<file path="config.mk">
export PLATFORM = sky130hd
export DESIGN_NAME = memory
export DESIGN_NICKNAME = d
export VERILOG_FILES = /design/src/rtl/core_pkg.sv /design/src/rtl/exe2mem_pkg.sv /design/src/rtl/mem2wb_pkg.sv /design/src/rtl/memory_unit.sv /design/src/rtl/memory.sv
export SDC_FILE = /design/constraint.sdc
export NUM_CORES = 1
export LEC_CHECK = 0
export ABC_AREA = 1
export BUFFER_PORTS_ARGS = -buffer_cell sky130_fd_sc_hd__buf_4
export CORE_ASPECT_RATIO = 1.5
export CORE_MARGIN = 3
export CORE_UTILIZATION = 31
export CTS_BUF_LIST = sky130_fd_sc_hd__clkbuf_4 sky130_fd_sc_hd__clkbuf_8 sky130_fd_sc_hd__clkbuf_16
export CTS_CLUSTER_SIZE = 12
export DETAILED_ROUTE_END_ITERATION = 16
export GPL_TIMING_DRIVEN = 0
export PLACE_DENSITY_LB_ADDON = 0.2
export SLEW_MARGIN = 30
export SYNTH_ARGS = -nofsm -noshare
export SYNTH_HDL_FRONTEND = slang
export SYNTH_SLANG_ARGS = --single-unit
export TNS_END_PERCENT = 5
</file>
<file path="constraint.sdc">
create_clock -name clk_i -period 1.7 [get_ports clk_i]
set_input_delay 0.51 -clock clk_i [delete_from_list [all_inputs] [get_ports clk_i]]
set_output_delay 0.51 -clock clk_i [all_outputs]
set_load 0.005 [all_outputs]
</file>
<file path="src/rtl/core_pkg.sv">
// Core-wide widths, memory control encodings and the MEM stage state enum.
package core_pkg;

   localparam int DATA_WIDTH     = 32;
   localparam int ADDR_WIDTH     = 32;
   localparam int RF_ADDR_WIDTH  = 5;
   localparam int CSR_ADDR_WIDTH = 12;
   localparam int BE_WIDTH       = DATA_WIDTH / 8;
   localparam int LANE_WIDTH     = $clog2(BE_WIDTH);

   typedef enum logic [1:0] {
      MEM_BYTE   = 2'd0,
      MEM_HALF   = 2'd1,
      MEM_WORD   = 2'd2,
      MEM_DOUBLE = 2'd3
   } mem_size_e;

   typedef struct packed {
      logic      load;
      logic      store;
      logic      sign_ext;
      mem_size_e size;
   } mem_ctrl_t;

   typedef struct packed {
      logic       we;
      logic [1:0] wb_sel;
   } gpr_ctrl_t;

   typedef struct packed {
      logic                      we;
      logic [CSR_ADDR_WIDTH-1:0] addr;
   } csr_ctrl_t;

   typedef enum logic {
      IDLE = 1'b0,
      REQ  = 1'b1
   } mem_state_e;

   // Natural alignment: half on even, word on 4, double on 8 byte boundaries.
   function automatic logic mem_misaligned(input mem_size_e size, input logic [2:0] lsb);
      logic mis;
      mis = 1'b0;
      case (size)
         MEM_HALF:   mis = lsb[0];
         MEM_WORD:   mis = |lsb[1:0];
         MEM_DOUBLE: mis = |lsb[2:0];
         default:    mis = 1'b0;
      endcase
      return mis;
   endfunction

endpackage

</file>
<file path="src/rtl/exe2mem_pkg.sv">
// EXE->MEM stage payload.
package exe2mem_pkg;

   import core_pkg::*;

   typedef struct packed {
      logic [DATA_WIDTH-1:0]    exe_out;
      logic [DATA_WIDTH-1:0]    op3;
      logic [RF_ADDR_WIDTH-1:0] rd;
      gpr_ctrl_t                gpr_ctrl;
      csr_ctrl_t                csr_ctrl;
      mem_ctrl_t                mem_ctrl;
   } exe2mem_t;

endpackage

</file>
<file path="src/rtl/mem2wb_pkg.sv">
// MEM->WB stage payload; mem_ctrl travels along so Writeback can extract load data.
package mem2wb_pkg;

   import core_pkg::*;

   typedef struct packed {
      logic [DATA_WIDTH-1:0]    exe_out;
      logic [DATA_WIDTH-1:0]    op3;
      logic [RF_ADDR_WIDTH-1:0] rd;
      gpr_ctrl_t                gpr_ctrl;
      csr_ctrl_t                csr_ctrl;
      mem_ctrl_t                mem_ctrl;
   } mem2wb_t;

endpackage

</file>
<file path="src/rtl/memory_unit.sv">
// Data bus formatting: byte enables, lane-shifted store data, aligned address, misalignment flag.
// Latency: combinational. Backpressure: none.
// MEM_MISALIGN_CHECK_EN enables the misalignment flag; otherwise it is tied 0.
module memory_unit
   import core_pkg::*;
(
   input  logic                  load,
   input  logic                  store,
   input  mem_size_e             size,
   input  logic [DATA_WIDTH-1:0] exe_out,
   input  logic [DATA_WIDTH-1:0] op3,
   output logic [BE_WIDTH-1:0]   be,
   output logic [DATA_WIDTH-1:0] wdata,
   output logic [ADDR_WIDTH-1:0] addr,
   output logic                  misaligned
);

   logic [LANE_WIDTH-1:0] lane;
   logic [BE_WIDTH-1:0]   base_be;

   assign lane = exe_out[LANE_WIDTH-1:0];

   always_comb begin
      base_be = '0;
      case (size)
         MEM_BYTE: base_be = BE_WIDTH'(1);
         MEM_HALF: base_be = BE_WIDTH'(3);
         MEM_WORD: base_be = BE_WIDTH'(4'hF);
         default:  base_be = '1;
      endcase
   end

   // Shifting within BE_WIDTH bits truncates enables that would cross the bus.
   always_comb begin
      be = '0;
      if (store) begin
         be = base_be << lane;
      end else if (load) begin
         be = '1;
      end
   end

   assign wdata = op3 << {lane, 3'b000};
   assign addr  = {exe_out[ADDR_WIDTH-1:LANE_WIDTH], {LANE_WIDTH{1'b0}}};

`ifdef MEM_MISALIGN_CHECK_EN
   assign misaligned = (load | store) & mem_misaligned(size, exe_out[2:0]);
`else
   assign misaligned = 1'b0;
`endif

endmodule

</file>
<file path="src/rtl/memory.sv">
// MEM stage: registers the EXE payload, issues data memory requests, hands uops to Writeback.
// Latency: 1 cycle, plus grant wait for loads/stores. Backpressure: ready_o low while a request awaits grant.
// MEM_MISALIGN_CHECK_EN: misaligned accesses complete without a request and raise misaligned_o.
module memory
   import core_pkg::*;
   import exe2mem_pkg::*;
   import mem2wb_pkg::*;
(
   input  logic                  clk_i,
   input  logic                  rstn_i,
   input  logic                  exe_valid_i,
   output logic                  ready_o,
   input  exe2mem_t              exe2mem_i,
   output logic                  valid_o,
   output mem2wb_t               mem2wb_o,
   output logic                  d_m_req_o,
   input  logic                  d_m_gnt_i,
   output logic                  d_m_we_o,
   output logic [ADDR_WIDTH-1:0] d_m_addr_o,
   output logic [BE_WIDTH-1:0]   d_m_be_o,
   output logic [DATA_WIDTH-1:0] d_m_wdata_o,
   output logic                  misaligned_o
);

   exe2mem_t              exe2mem_q;
   logic                  valid_q;
   mem_state_e            state_q;
   mem_state_e            state_d;
   logic                  capture;
   logic                  in_is_mem;
   logic                  in_go_req;
   logic [BE_WIDTH-1:0]   be_raw;
   logic                  mis_raw;

   assign capture   = exe_valid_i & ready_o;
   assign in_is_mem = exe2mem_i.mem_ctrl.load | exe2mem_i.mem_ctrl.store;

`ifdef MEM_MISALIGN_CHECK_EN
   assign in_go_req = in_is_mem & ~mem_misaligned(exe2mem_i.mem_ctrl.size, exe2mem_i.exe_out[2:0]);
`else
   assign in_go_req = in_is_mem;
`endif

   always_ff @(posedge clk_i) begin
      if (!rstn_i) begin
         state_q   <= IDLE;
         valid_q   <= 1'b0;
         exe2mem_q <= '0;
      end else begin
         state_q <= state_d;
         if (capture) begin
            exe2mem_q <= exe2mem_i;
            valid_q   <= 1'b1;
         end else if (valid_o) begin
            valid_q      <= 1'b0;
            exe2mem_q.rd <= '0;
         end
      end
   end

   always_comb begin
      state_d   = state_q;
      d_m_req_o = 1'b0;
      valid_o   = valid_q;
      case (state_q)
         IDLE: begin
            if (capture && in_go_req) state_d = REQ;
         end
         REQ: begin
            d_m_req_o = 1'b1;
            valid_o   = d_m_gnt_i;
            if (d_m_gnt_i) state_d = (capture && in_go_req) ? REQ : IDLE;
         end
         default: state_d = IDLE;
      endcase
   end

   assign ready_o = ~valid_q | valid_o;

   memory_unit u_memory_unit (
      .load       (exe2mem_q.mem_ctrl.load),
      .store      (exe2mem_q.mem_ctrl.store),
      .size       (exe2mem_q.mem_ctrl.size),
      .exe_out    (exe2mem_q.exe_out),
      .op3        (exe2mem_q.op3),
      .be         (be_raw),
      .wdata      (d_m_wdata_o),
      .addr       (d_m_addr_o),
      .misaligned (mis_raw)
   );

   assign d_m_we_o     = d_m_req_o & exe2mem_q.mem_ctrl.store;
   assign d_m_be_o     = d_m_req_o ? be_raw : '0;
   assign misaligned_o = valid_q & mis_raw;

   // Anything not leaving this cycle becomes a nop towards Writeback.
   always_comb begin
      mem2wb_o.exe_out  = exe2mem_q.exe_out;
      mem2wb_o.op3      = exe2mem_q.op3;
      mem2wb_o.rd       = exe2mem_q.rd;
      mem2wb_o.gpr_ctrl = exe2mem_q.gpr_ctrl;
      mem2wb_o.csr_ctrl = exe2mem_q.csr_ctrl;
      mem2wb_o.mem_ctrl = exe2mem_q.mem_ctrl;
      if (!valid_o) begin
         mem2wb_o.rd          = '0;
         mem2wb_o.gpr_ctrl.we = 1'b0;
         mem2wb_o.csr_ctrl.we = 1'b0;
      end
      if (misaligned_o) begin
         mem2wb_o.gpr_ctrl.we = 1'b0;
      end
   end

endmodule

</file>
## After elaboration in Yosys (flattened, before gate mapping)

Cells that the tools add are included.

- Bits of input ports: 94
- Register bits: 92
- Output and inout bits: 163

- Bitwise logic cells: 6
- Muxes and demuxes: 15
- Equality and inequality tests: 1
- Shifts and indexed selects: 2
- Reduce and logical (&&, ||, !) cells: 3

Operators by type and width:

| kind | number |
|---|---|
| $shl A32 B5 Y32 | 1 |
| $mux W4 | 3 |
| $mux W5 | 2 |
| $pmux W4 S2 | 1 |
| $mux W1 | 7 |
| $mux W6 | 1 |
| $shl A4 B2 Y4 | 1 |
| $and A1 B1 Y1 | 2 |
| $eq A2 B1 Y1 const B | 1 |
| $logic_not A2 Y1 | 1 |
| $not A1 Y1 | 2 |
| $or A1 B1 Y1 | 2 |
| $pmux W1 S2 | 1 |
| $reduce_bool A2 Y1 | 1 |
| $logic_and A1 B1 Y1 | 1 |

## Longest topological paths before layout

Gate-level depths: netlist of the first run.

- Depth in word-level cells: 7
- Depth in mapped cells: 8
- Mapped depth without buffers: 6

## Cells and area by module

Synthesis of the first run repeated with hierarchy kept, for this count alone.

- Cell total of the unflattened synthesis: 733
- Area total of the unflattened synthesis: 5078.6 µm²

By module, submodules not included:

| module | sequential area each (µm²) | area an instance (µm²) | times used | cells each |
|---|---|---|---|---|
| memory | 1841.8 | 4016.4 | 1 | 515 |
| memory_unit | 0.0 | 1062.3 | 1 | 218 |

## Least setup slack after synthesis of the first run

No wires, ideal clock.

- Path kind: flip-flop to output port
- Start: register exe2mem_q (netlist bit mem2wb_o[58])
- End: output d_m_wdata_o[25]
- Cell stages (with the launch flop): 5
- Arrival: 1087 ps
- Buffers on the path: 2
- Path slack: 103 ps
- Path through: dfxtp_1 clkbuf_1 clkbuf_1 a21oi_1 a22oi_1

- Cells in the longest elaborated chain, start to end: 1

Ends and longest elaborated chain:

| item | line | source |
|---|---|---|
| start: declaration | memory.sv:25 | `exe2mem_t exe2mem_q;` |
| start signal: assignment | memory.sv:52 | `exe2mem_q <= exe2mem_i;` |
| $shl A32 B5 Y32 | memory_unit.sv:43 | `assign wdata = op3 << {lane, 3'b000};` |
| end: declaration | memory.sv:21 | `output logic [DATA_WIDTH-1:0] d_m_wdata_o,` |

Every way passes these cells.

## Worst setup path after layout of the first run

- Start: register exe2mem_q (netlist bit mem2wb_o[58])
- End: output d_m_wdata_o[18]

Same word-level chain as after synthesis.

==> results.md, run 1 <==
* Status: finished with violations
* Failing checks: setup timing
* Total Routed Length at 15.65 mm
* Most common cell after layout, fill and taps aside: buf_4
* GRT Util Overall at 17.79%
* Most frequent cells in the layout: buf_4, nor2_1, dfxtp_1, o21ai_0, nand2_1
* Fraction of layout cells with a size suffix above 1 at 49.57%
* Starting density of the core at 31.95%
* Syn Area/Cell at 7.217 um2
* CTS HTree Levels at 3
* Crit end category: output pin
* Final worst path period share at 113.6%
* Leak at 3.763 nW
* Vias per Instance at 4.352
* #FFs+latches synth at 92
* Warnings from Yosys at 0
* Combinational Power Share at 26.3%
* Global-route wire length before repair at 23.63 mm
* Final critical-path required period at 1.932 ns
* Initial antenna violation count at 0
* I/O Pins at 257
* Mapped Cells at 652
* Max Freq at 0.5176 GHz
* DR WL/cell at 13.94 um
* Die span in x at 106.6 um
* Worst clock skew at 0.009090 ns
* Die span in y at 156.9 um
* Pre-Repair DR Iteration Count at 4
* Top_reg_cell synth: dfxtp_1
* Vias in the first global route at 4,556
* TritonCTS Buffers at 9
* DRC at 0
* Final GP Congestion at 0.8430
* Required time of the critical path at 1.19 ns
* Final setup fails at 44
* CTS Hold Buffers Added at 0
* Setup CP Type: reg -> out
* Power density over the cells at 830.2 nW/um2
* Clk network pwr share at 33.6%
* FFs w/ async S/R, synth at 0%
* Via count at 4,883
* Antenna-violating nets left at 0
* Worst EP arrival at 1.42 ns
* Yosys cell types at 21
* CTS sink cnt at 92
* Mapped Area at 4706 um2
* Clk Latency, worst-skew pair at 0.34 ns
* Slew Limit Fails at 0
* CORE AREA at 14,730 um2
* Site row count at 54
* Max VDD drop at 0.6091 mV
* Port buffer count at 252
* Final hold viol count at 0
* DP Wirelength at 12.18 mm
* EDFF count, synth at 0
* Clk root buf: clkbuf_16
* Final worst setup slack at -0.2320 ns
* Sw Pwr at 1.660 mW
* Die area at 16,720 um2
* Pre-CTS WS at -0.2878 ns
* Max-cap check violation count at 0
* Crit Path Max Fanout at 7
* Worst-path clk slew at 0.07 ns
* Switch share at 27.03%
* RSZ-0062 raised after global routing: true
* Post-layout nets at 1,015
* Grt total ovfl at 0
* Largest net degree at the start of global routing at 16
* Fillers at 1,536
* Final Cell Area at 7396 um2
* Total chip power at 6.140 mW
* Synthesis-to-finish area growth at 57.17%
* Sequential power share at 40.1%
* CTS tree: built
* Setup_tns at -5.986 ns
* Sequential share of the synthesized area at 39.14%
* Placement Cell Area at 6850 um2
* Internal at 4.480 mW
* Initial DRC Count at 158
* Diodes inserted at 0
* HP Class: in -> reg
* Setup crit start kind: flip-flop
* CTS max path bufs at 2
==> state kept, by name, indices dropped and copies added, names as in the netlist <==
signal     count
valid_q        1
mem2wb_o      83
state_q        1
exe2mem_q      7
==> through the flow <==
stage / instances / utilization [%] / hold WS (ns)
after global placement: 1102 / 46.51 / 0.4638
after CTS: 1119 / 49.51 / 0.3918
after floorplan: 654 / - / 0.4550
after global routing: 1122 / 50.21 / 0.3987
final: 1122 / 50.21 / 0.4105
after detailed placement: 1102 / 46.51 / 0.4710
==> logic make-up (layout without fill, tap and decap cells) <==
| group | count (synthesis) | in the layout | share of synthesized area [%] |
|---|---|---|---|
| AO/OA/AOI/OAI | 139 | 139 | 15.45 |
| buffers and inverters | 179 | 451 | 25.18 |
| flip-flops | 92 | 92 | 39.14 |
| other | 1 | 3 | 0.07969 |
| AND/OR/NAND/NOR | 241 | 241 | 20.15 |
==> routing by layer <==
layer | share of wire (%) | vias up | GRT usage [%]
li1 | - | 2498 | -
met1 | 39 | 2182 | 20.55
met2 | 51 | 185 | 31.47
met3 | 8.2 | 18 | 5.458
met4 | 1.8 | 0 | 5.363
met5 | 0 | - | 0
==> synthesized netlist by cell type, types with 6 or more instances <==
cell type | instances | area share (%)
buf_6 | 7 | 1.7
dfxtp_1 | 92 | 39
a22oi_1 | 8 | 1.3
o21ai_0 | 83 | 8.8
nor2_1 | 196 | 16
or2_2 | 6 | 0.80
a21oi_1 | 18 | 1.9
buf_4 | 117 | 19
o21ai_1 | 21 | 2.2
inv_1 | 23 | 1.8
nand3_1 | 10 | 1.1
clkbuf_1 | 17 | 1.4
buf_2 | 11 | 1.2
o22ai_1 | 8 | 1.1
nand2_1 | 27 | 2.2
==> power by group through the flow <==
stage                     combinational [mW]  clock [mW]  sequential (mW)
after floorplan                        0.781           0             2.45
after global placement                  1.53           0             2.49
after detailed placement                1.54           0             2.49
after CTS                               1.60        2.13             2.45
after global routing                    1.77        2.23             2.49
final                                   1.61        2.07             2.46
==> critical path, cell delays in order (launching register included) <==
cell and delay (ns):
dfxtp_4 0.41, buf_6 0.15, or2_4 0.23, o21ai_2 0.06, o22ai_1 0.09, buf_4 0.15
==> final timing paths <==
kind / slack (ns) / depth (start not counted) / to / start
worst max register to register: 0.37 / 6 / mem2wb_o[88] / state_q
worst max-delay path: -0.23 / 5 / d_m_wdata_o[18] / mem2wb_o[58]
worst min register to register: 0.48 / 2 / exe2mem_q[25] / exe2mem_q[25]
worst min-delay path: 0.41 / 3 / mem2wb_o[87] / exe2mem_i[87]
==> what timing repair did <==
action,CTS,global route
gates cloned,1,0
setup buffers,2,3
pin swaps,5,6
resized for setup,61,23
endpoints found under the hold margin,0,0
endpoints found under the setup margin,44,44
==> cell type report <==
class | instances | area (um2) | share of cell area [%]
Timing Repair Buffer | 258 | 1948 | 26.34
Sequential cell | 92 | 1854 | 25.07
Multi-Input combinational cell | 383 | 1802 | 24.36
Buffer | 152 | 1134 | 15.33
Clock buffer | 11 | 246.5 | 3.333
Tap cell | 196 | 245.2 | 3.316
Inverter | 25 | 106.4 | 1.438
Clock inverter | 5 | 60.06 | 0.8120
Note: power is estimated with default switching activity, not from simulation.
==> run 2: changes to the inputs <==
--- a/config.mk
+++ b/config.mk
@@ -9,7 +9,7 @@
 export BUFFER_PORTS_ARGS = -buffer_cell sky130_fd_sc_hd__buf_4
 export CORE_ASPECT_RATIO = 1.5
 export CORE_MARGIN = 3
-export CORE_UTILIZATION = 31
+export CORE_UTILIZATION = 35
 export CTS_BUF_LIST = sky130_fd_sc_hd__clkbuf_4 sky130_fd_sc_hd__clkbuf_8 sky130_fd_sc_hd__clkbuf_16
 export CTS_CLUSTER_SIZE = 12
 export DETAILED_ROUTE_END_ITERATION = 16
==> run 2 against run 1 <==
Compared with the run above:
- the run still ends with setup timing left
- total power fell by 0.33%
- cell area fell by 0.29%
- hold slack got worse by 0.0030 ns
- clock skew fell by 0.00060 ns
- sequential share of layout area rose by 0.089 points
- sequential cell count did not move
- register-to-register slack got worse by 0.11 ns
- fmax fell by 3.3%
- clock power barely moved
- critical path type unchanged
==> results.md, run 2 (synthesis results as in run 1) <==
* Die span in x at 100.7 um
* Sequential Area at 1856 um2
* Most frequent cells in the layout: buf_4, nor2_1, dfxtp_1, o21ai_0, o21ai_1
* Fillers at 1,316
* Most common cell after layout, fill and taps aside: buf_4
* Power density over the cells at 829.9 nW/um2
* Post-layout nets at 1,014
* Least-Margin Pin Slew at 0.5025 ns
* Max VDD drop at 0.4476 mV
* Total chip power at 6.120 mW
* Die area at 14,900 um2
* Reg2Reg Setup Slack at 0.26 ns
* CTS sink cnt at 92
* Switch share at 27.24%
* CTS max path bufs at 2
* Leak at 3.769 nW
* Slew Limit Fails at 0
* Vias per Instance at 4.494
* CORE AREA at 13,080 um2
* Fraction of layout cells with a size suffix above 1 at 49.73%
* Final GP Congestion at 0.8569
* Status: finished with violations
* Global-route wire length before repair at 23.47 mm
* Setup_tns at -6.591 ns
* DR WL/cell at 14.20 um
* Pre-Repair DR Iteration Count at 5
* Required time of the critical path at 1.19 ns
* Worst-path cell chain: buf_6 > clkbuf_16 > a21oi_2 > a22oi_1 > buf_4
* Total Routed Length at 15.39 mm
* Crit end category: output pin
* Diodes inserted at 0
* GRT Util Overall at 20.02%
* Crit Path Max Fanout at 6
* Sequential power share at 40.2%
* Placement Cell Area at 6804 um2
* Grt total ovfl at 0
* Setup CP Type: reg -> out
* RSZ-0062 raised after global routing: true
* DP Wirelength at 11.95 mm
* Initial antenna violation count at 0
* Multi-input gate area at 1803 um2
* Max FFs per register at 83
* Final hold viol count at 0
* Clk root buf: clkbuf_16
* Clk network pwr share at 33.3%
* Setup crit start kind: flip-flop
* Max-cap check violation count at 0
* Final critical-path required period at 1.998 ns
* Hold WS at 0.4075 ns
* Vias in the first global route at 4,590
* Site row count at 51
* Die span in y at 148.0 um
* Port buffer count at 252
* Combinational Power Share at 26.5%
* Max Freq at 0.5005 GHz
* HP Class: in -> reg
* Starting density of the core at 35.97%
* Worst clock skew at 0.008493 ns
* DRC at 0
* TritonCTS Buffers at 9
* Failing checks: setup timing
* Largest net degree at the start of global routing at 17
* CTS tree: built
* Final worst path period share at 117.5%
* Clk Latency, worst-skew pair at 0.33 ns
* Final Cell Area at 7375 um2
* Max incr delay on CP at 0.44 ns
* Worst-path clk slew at 0.07 ns
* Final worst setup slack at -0.2981 ns
* Final setup fails at 44
* I/O Pins at 257
* Synthesis-to-finish area growth at 56.71%
* Worst EP arrival at 1.49 ns
* Antenna-violating nets left at 0
* Internal at 4.453 mW
* Initial DRC Count at 145
* CTS HTree Levels at 3
* Via count at 4,872
* Sw Pwr at 1.667 mW
* Pre-CTS WS at -0.3444 ns
* Critical path's slowest cell: dfxtp_4
* Max_slew headroom at 66.50%
## run 2: cell types whose count changed in the layout (fill, tap and decap cells not counted), sizes merged
cell  before  now
inv       25   26
buf      395  393
## run 2: worst paths after layout
| check | startpoint | end | depth (start not counted) |
|---|---|---|---|
| max reg2reg | state_q | mem2wb_o[76] | 6 |
| min reg2reg | mem2wb_o[13] | mem2wb_o[13] | 2 |
| max | mem2wb_o[58] | d_m_wdata_o[27] | 5 |
| min | exe2mem_i[0] | mem2wb_o[0] | 3 |
## run 2: per-layer routing
layer  GRT usage (%)  vias to the layer above  share of wire, %
li1                -                     2501                 -
met3           6.468                       28               9.3
met2           36.05                      201                52
met4           7.080                        0               2.6
met1           21.50                     2142                36
met5               0                        -                 0
## run 2: stage by stage
step / util [%] / instances
6_report: 56.37 / 1084
5_1_grt: 56.37 / 1084
4_1_cts: 55.88 / 1084
3_5_place_dp: 52.01 / 1065
3_3_place_gp: 52.01 / 1065
2_1_floorplan: - / 654
## run 2: what timing repair did
item | 4_1_cts | 5_1_grt
gates cloned | 2 | 0
pin swaps | 6 | 8
setup buffers | 3 | 0
gates resized for setup | 60 | 22
hold buffers | 0 | 0
endpoints found under the setup margin | 44 | 44
## run 2: worst max-delay path: cells and delay by family (launching register included)
kind	cells	cell delay, ns
flops	1	0.44
compound gates	2	0.25
buf+inv	3	0.46
## run 2: area by class of cell
cell class                      instances  area share, %
Inverter                               25          1.340
Sequential cell                        92          25.16
Clock inverter                          6         0.9841
Clock buffer                           10          3.156
Buffer                                152          15.46
Tap cell                              159          2.698
Timing Repair Buffer                  257          26.76
Multi-Input combinational cell        383          24.45
## run 2: power groups by stage
stage	clock network (mW)	registers (mW)	logic (mW)
finish	2.04	2.46	1.62
detailed placement	0	2.49	1.53
global route	2.18	2.49	1.77
CTS	2.09	2.46	1.61
global placement	0	2.49	1.52
floorplan	0	2.45	0.781
==> run 3: changes to the inputs <==
--- a/config.mk
+++ b/config.mk
@@ -8,7 +8,6 @@
 export ABC_AREA = 1
 export BUFFER_PORTS_ARGS = -buffer_cell sky130_fd_sc_hd__buf_4
 export CORE_ASPECT_RATIO = 1.5
-export CORE_MARGIN = 3
 export CORE_UTILIZATION = 35
 export CTS_BUF_LIST = sky130_fd_sc_hd__clkbuf_4 sky130_fd_sc_hd__clkbuf_8 sky130_fd_sc_hd__clkbuf_16
 export CTS_CLUSTER_SIZE = 12
==> run 3 against run 2 <==
Compared with the run above:
- worst setup slack better by 0.050 ns
- global-route usage is 0.73 points higher
- sequential share of layout area is 0.19 points higher
- via count is 0.82% higher
- fmax is 2.6% higher
- sequential cell count stayed put
- cell area is 0.68% lower
- largest cell class unchanged
- register-to-register slack better by 0.08 ns
- the flow still finishes with violations (setup timing)
==> results.md, run 3 (synthesis results as in run 1) <==
* Status: finished with violations
* Failing checks: setup timing
* I/O Pins at 257
* Port buffer count at 252
* Clk Latency, worst-skew pair at 0.33 ns
* Reg2reg path depth at 6
* Reg2Reg Setup Slack at 0.34 ns
* Max incr delay on CP at 0.39 ns
* CTS Hold Buffers Added at 0
* CTS max path bufs at 2
* Pre-CTS WS at -0.2791 ns
* HP Class: in -> reg
* Placement Cell Area at 6804 um2
* Worst-path cell chain: buf_6 > or2_4 > o21ai_1 > o22ai_2 > buf_4
* Worst Hold Depth at 3
* Die area at 13,920 um2
* Hold WS at 0.4067 ns
* Max-cap check violation count at 0
* Synthesis-to-finish area growth at 55.65%
* Die span in y at 144.0 um
* CORE AREA at 13,020 um2
* Largest net degree at the start of global routing at 15
* TritonCTS Buffers at 9
* Sequential Area at 1857 um2
* CTS HTree Levels at 3
* Antenna-violating nets left at 0
* Setup CP Type: reg -> out
* Clk root buf: clkbuf_16
* Worst-path clk slew at 0.07 ns
* Final worst path period share at 114.6%
* Hold_sp: exe2mem_i[82]
* Final worst setup slack at -0.2481 ns
* GRT Util Overall at 20.75%
* Max VDD drop at 0.4302 mV
* Vias per Instance at 4.536
* Most common cell after layout, fill and taps aside: buf_4
* Pre-Repair DR Iteration Count at 4
* Power density over the cells at 818.2 nW/um2
* Die span in x at 96.68 um
* Post-layout nets at 1,013
* Max Freq at 0.5133 GHz
* Via count at 4,912
* Grt total ovfl at 0
* Initial antenna violation count at 0
* Endpoint, Worst Hold: mem2wb_o[82]
* Multi-input gate area at 1824 um2
* Required time of the critical path at 1.19 ns
* Vias in the first global route at 4,512
* Final Cell Area at 7325 um2
* Initial DRC Count at 111
* Setup crit start kind: flip-flop
* Worst flop-to-flop path startpoint: state_q
* DRC at 0
* DP Wirelength at 11.74 mm
* Setup_tns at -6.316 ns
* Worst EP arrival at 1.44 ns
* CTS sink cnt at 92
* Fillers at 1,306
* Total Routed Length at 15.05 mm
* Slew Limit Fails at 0
* CTS tree: built
* Worst clock skew at 0.009344 ns
* DR WL/cell at 13.89 um
* Site row count at 51
* Critical path's slowest cell: dfxtp_4
* Final setup fails at 44
* RSZ-0062 raised after global routing: true
* Fraction of layout cells with a size suffix above 1 at 50.11%
* Starting density of the core at 36.15%
* Diodes inserted at 0
* Global-route wire length before repair at 22.71 mm
* Crit Path Max Fanout at 7
* Leak at 3.734 nW
* Final critical-path required period at 1.948 ns
* Most frequent cells in the layout: buf_4, nor2_1, dfxtp_1, o21ai_0, o21ai_1
* Final GP Congestion at 0.8762
* R2r endpoint: mem2wb_o[58]
* Final hold viol count at 0
* Max FFs per register at 83
* Crit end category: output pin
-- run 3: changes by cell type in the layout (fill, tap and decap cells not counted), sizes merged --
cell / change
clkbuf: +1
buf: +1
inv: -2
clkinv: -3
clkinvlp: +3
bufinv: -1
-- run 3: routing by layer --
layer / vias up / wire length, um / track usage (%)
met5: - / 0 / 0
met1: 2182 / 5569 / 21.47
met4: 0 / 412 / 8.484
li1: 2497 / - / -
met3: 26 / 1039 / 5.027
met2: 207 / 8024 / 39.81
-- run 3: worst max path at each step --
stage                       to  slack (ns)          from
3_3_place_gp   d_m_wdata_o[31]       -0.27  mem2wb_o[58]
3_5_place_dp   d_m_wdata_o[31]       -0.28  mem2wb_o[58]
6_report       d_m_wdata_o[18]       -0.25  mem2wb_o[58]
5_1_grt        d_m_wdata_o[18]       -0.30  mem2wb_o[58]
4_1_cts        d_m_wdata_o[26]       -0.25  mem2wb_o[58]
2_1_floorplan  d_m_wdata_o[25]        0.10  mem2wb_o[58]
-- run 3: critical path: cells and delay by family (launching register included) --
kind	cells	cell delay [ns]
buf+inv	2	0.28
simple gates	1	0.21
compound gates	2	0.22
flops	1	0.39
-- run 3: what timing repair did --
item | CTS | global route
cloned | 0 | 0
buffers inserted | 4 | 0
pin swaps | 8 | 7
gates resized for setup | 58 | 30
setup endpoints to repair | 44 | 44
-- run 3: final cells by class --
cell class | instances | share of cell area, %
Buffer | 152 | 15.41
Clock buffer | 13 | 3.570
Inverter | 25 | 1.401
Sequential cell | 92 | 25.35
Tap cell | 159 | 2.716
Timing Repair Buffer | 256 | 26.34
Clock inverter | 3 | 0.3075
Multi-Input combinational cell | 383 | 24.91
-- run 3: per-stage QoR --
stage                     utilization (%)  total power, mW  instances
after floorplan                         -            3.232        654
after global placement              52.27            4.003       1065
after detailed placement            52.27            4.021       1065
after CTS                           55.62            6.019       1083
after global routing                56.27            6.305       1083
final                               56.27            5.993       1083
-- run 3: where the power goes --
| part | internal (mW) | total, mW | switching (mW) | leakage, nW |
|---|---|---|---|---|
| Clock | 1.08 | 1.92 | 0.841 | 0.132 |
| Combinational | 0.961 | 1.61 | 0.653 | 2.83 |
| Sequential | 2.31 | 2.46 | 0.142 | 0.767 |
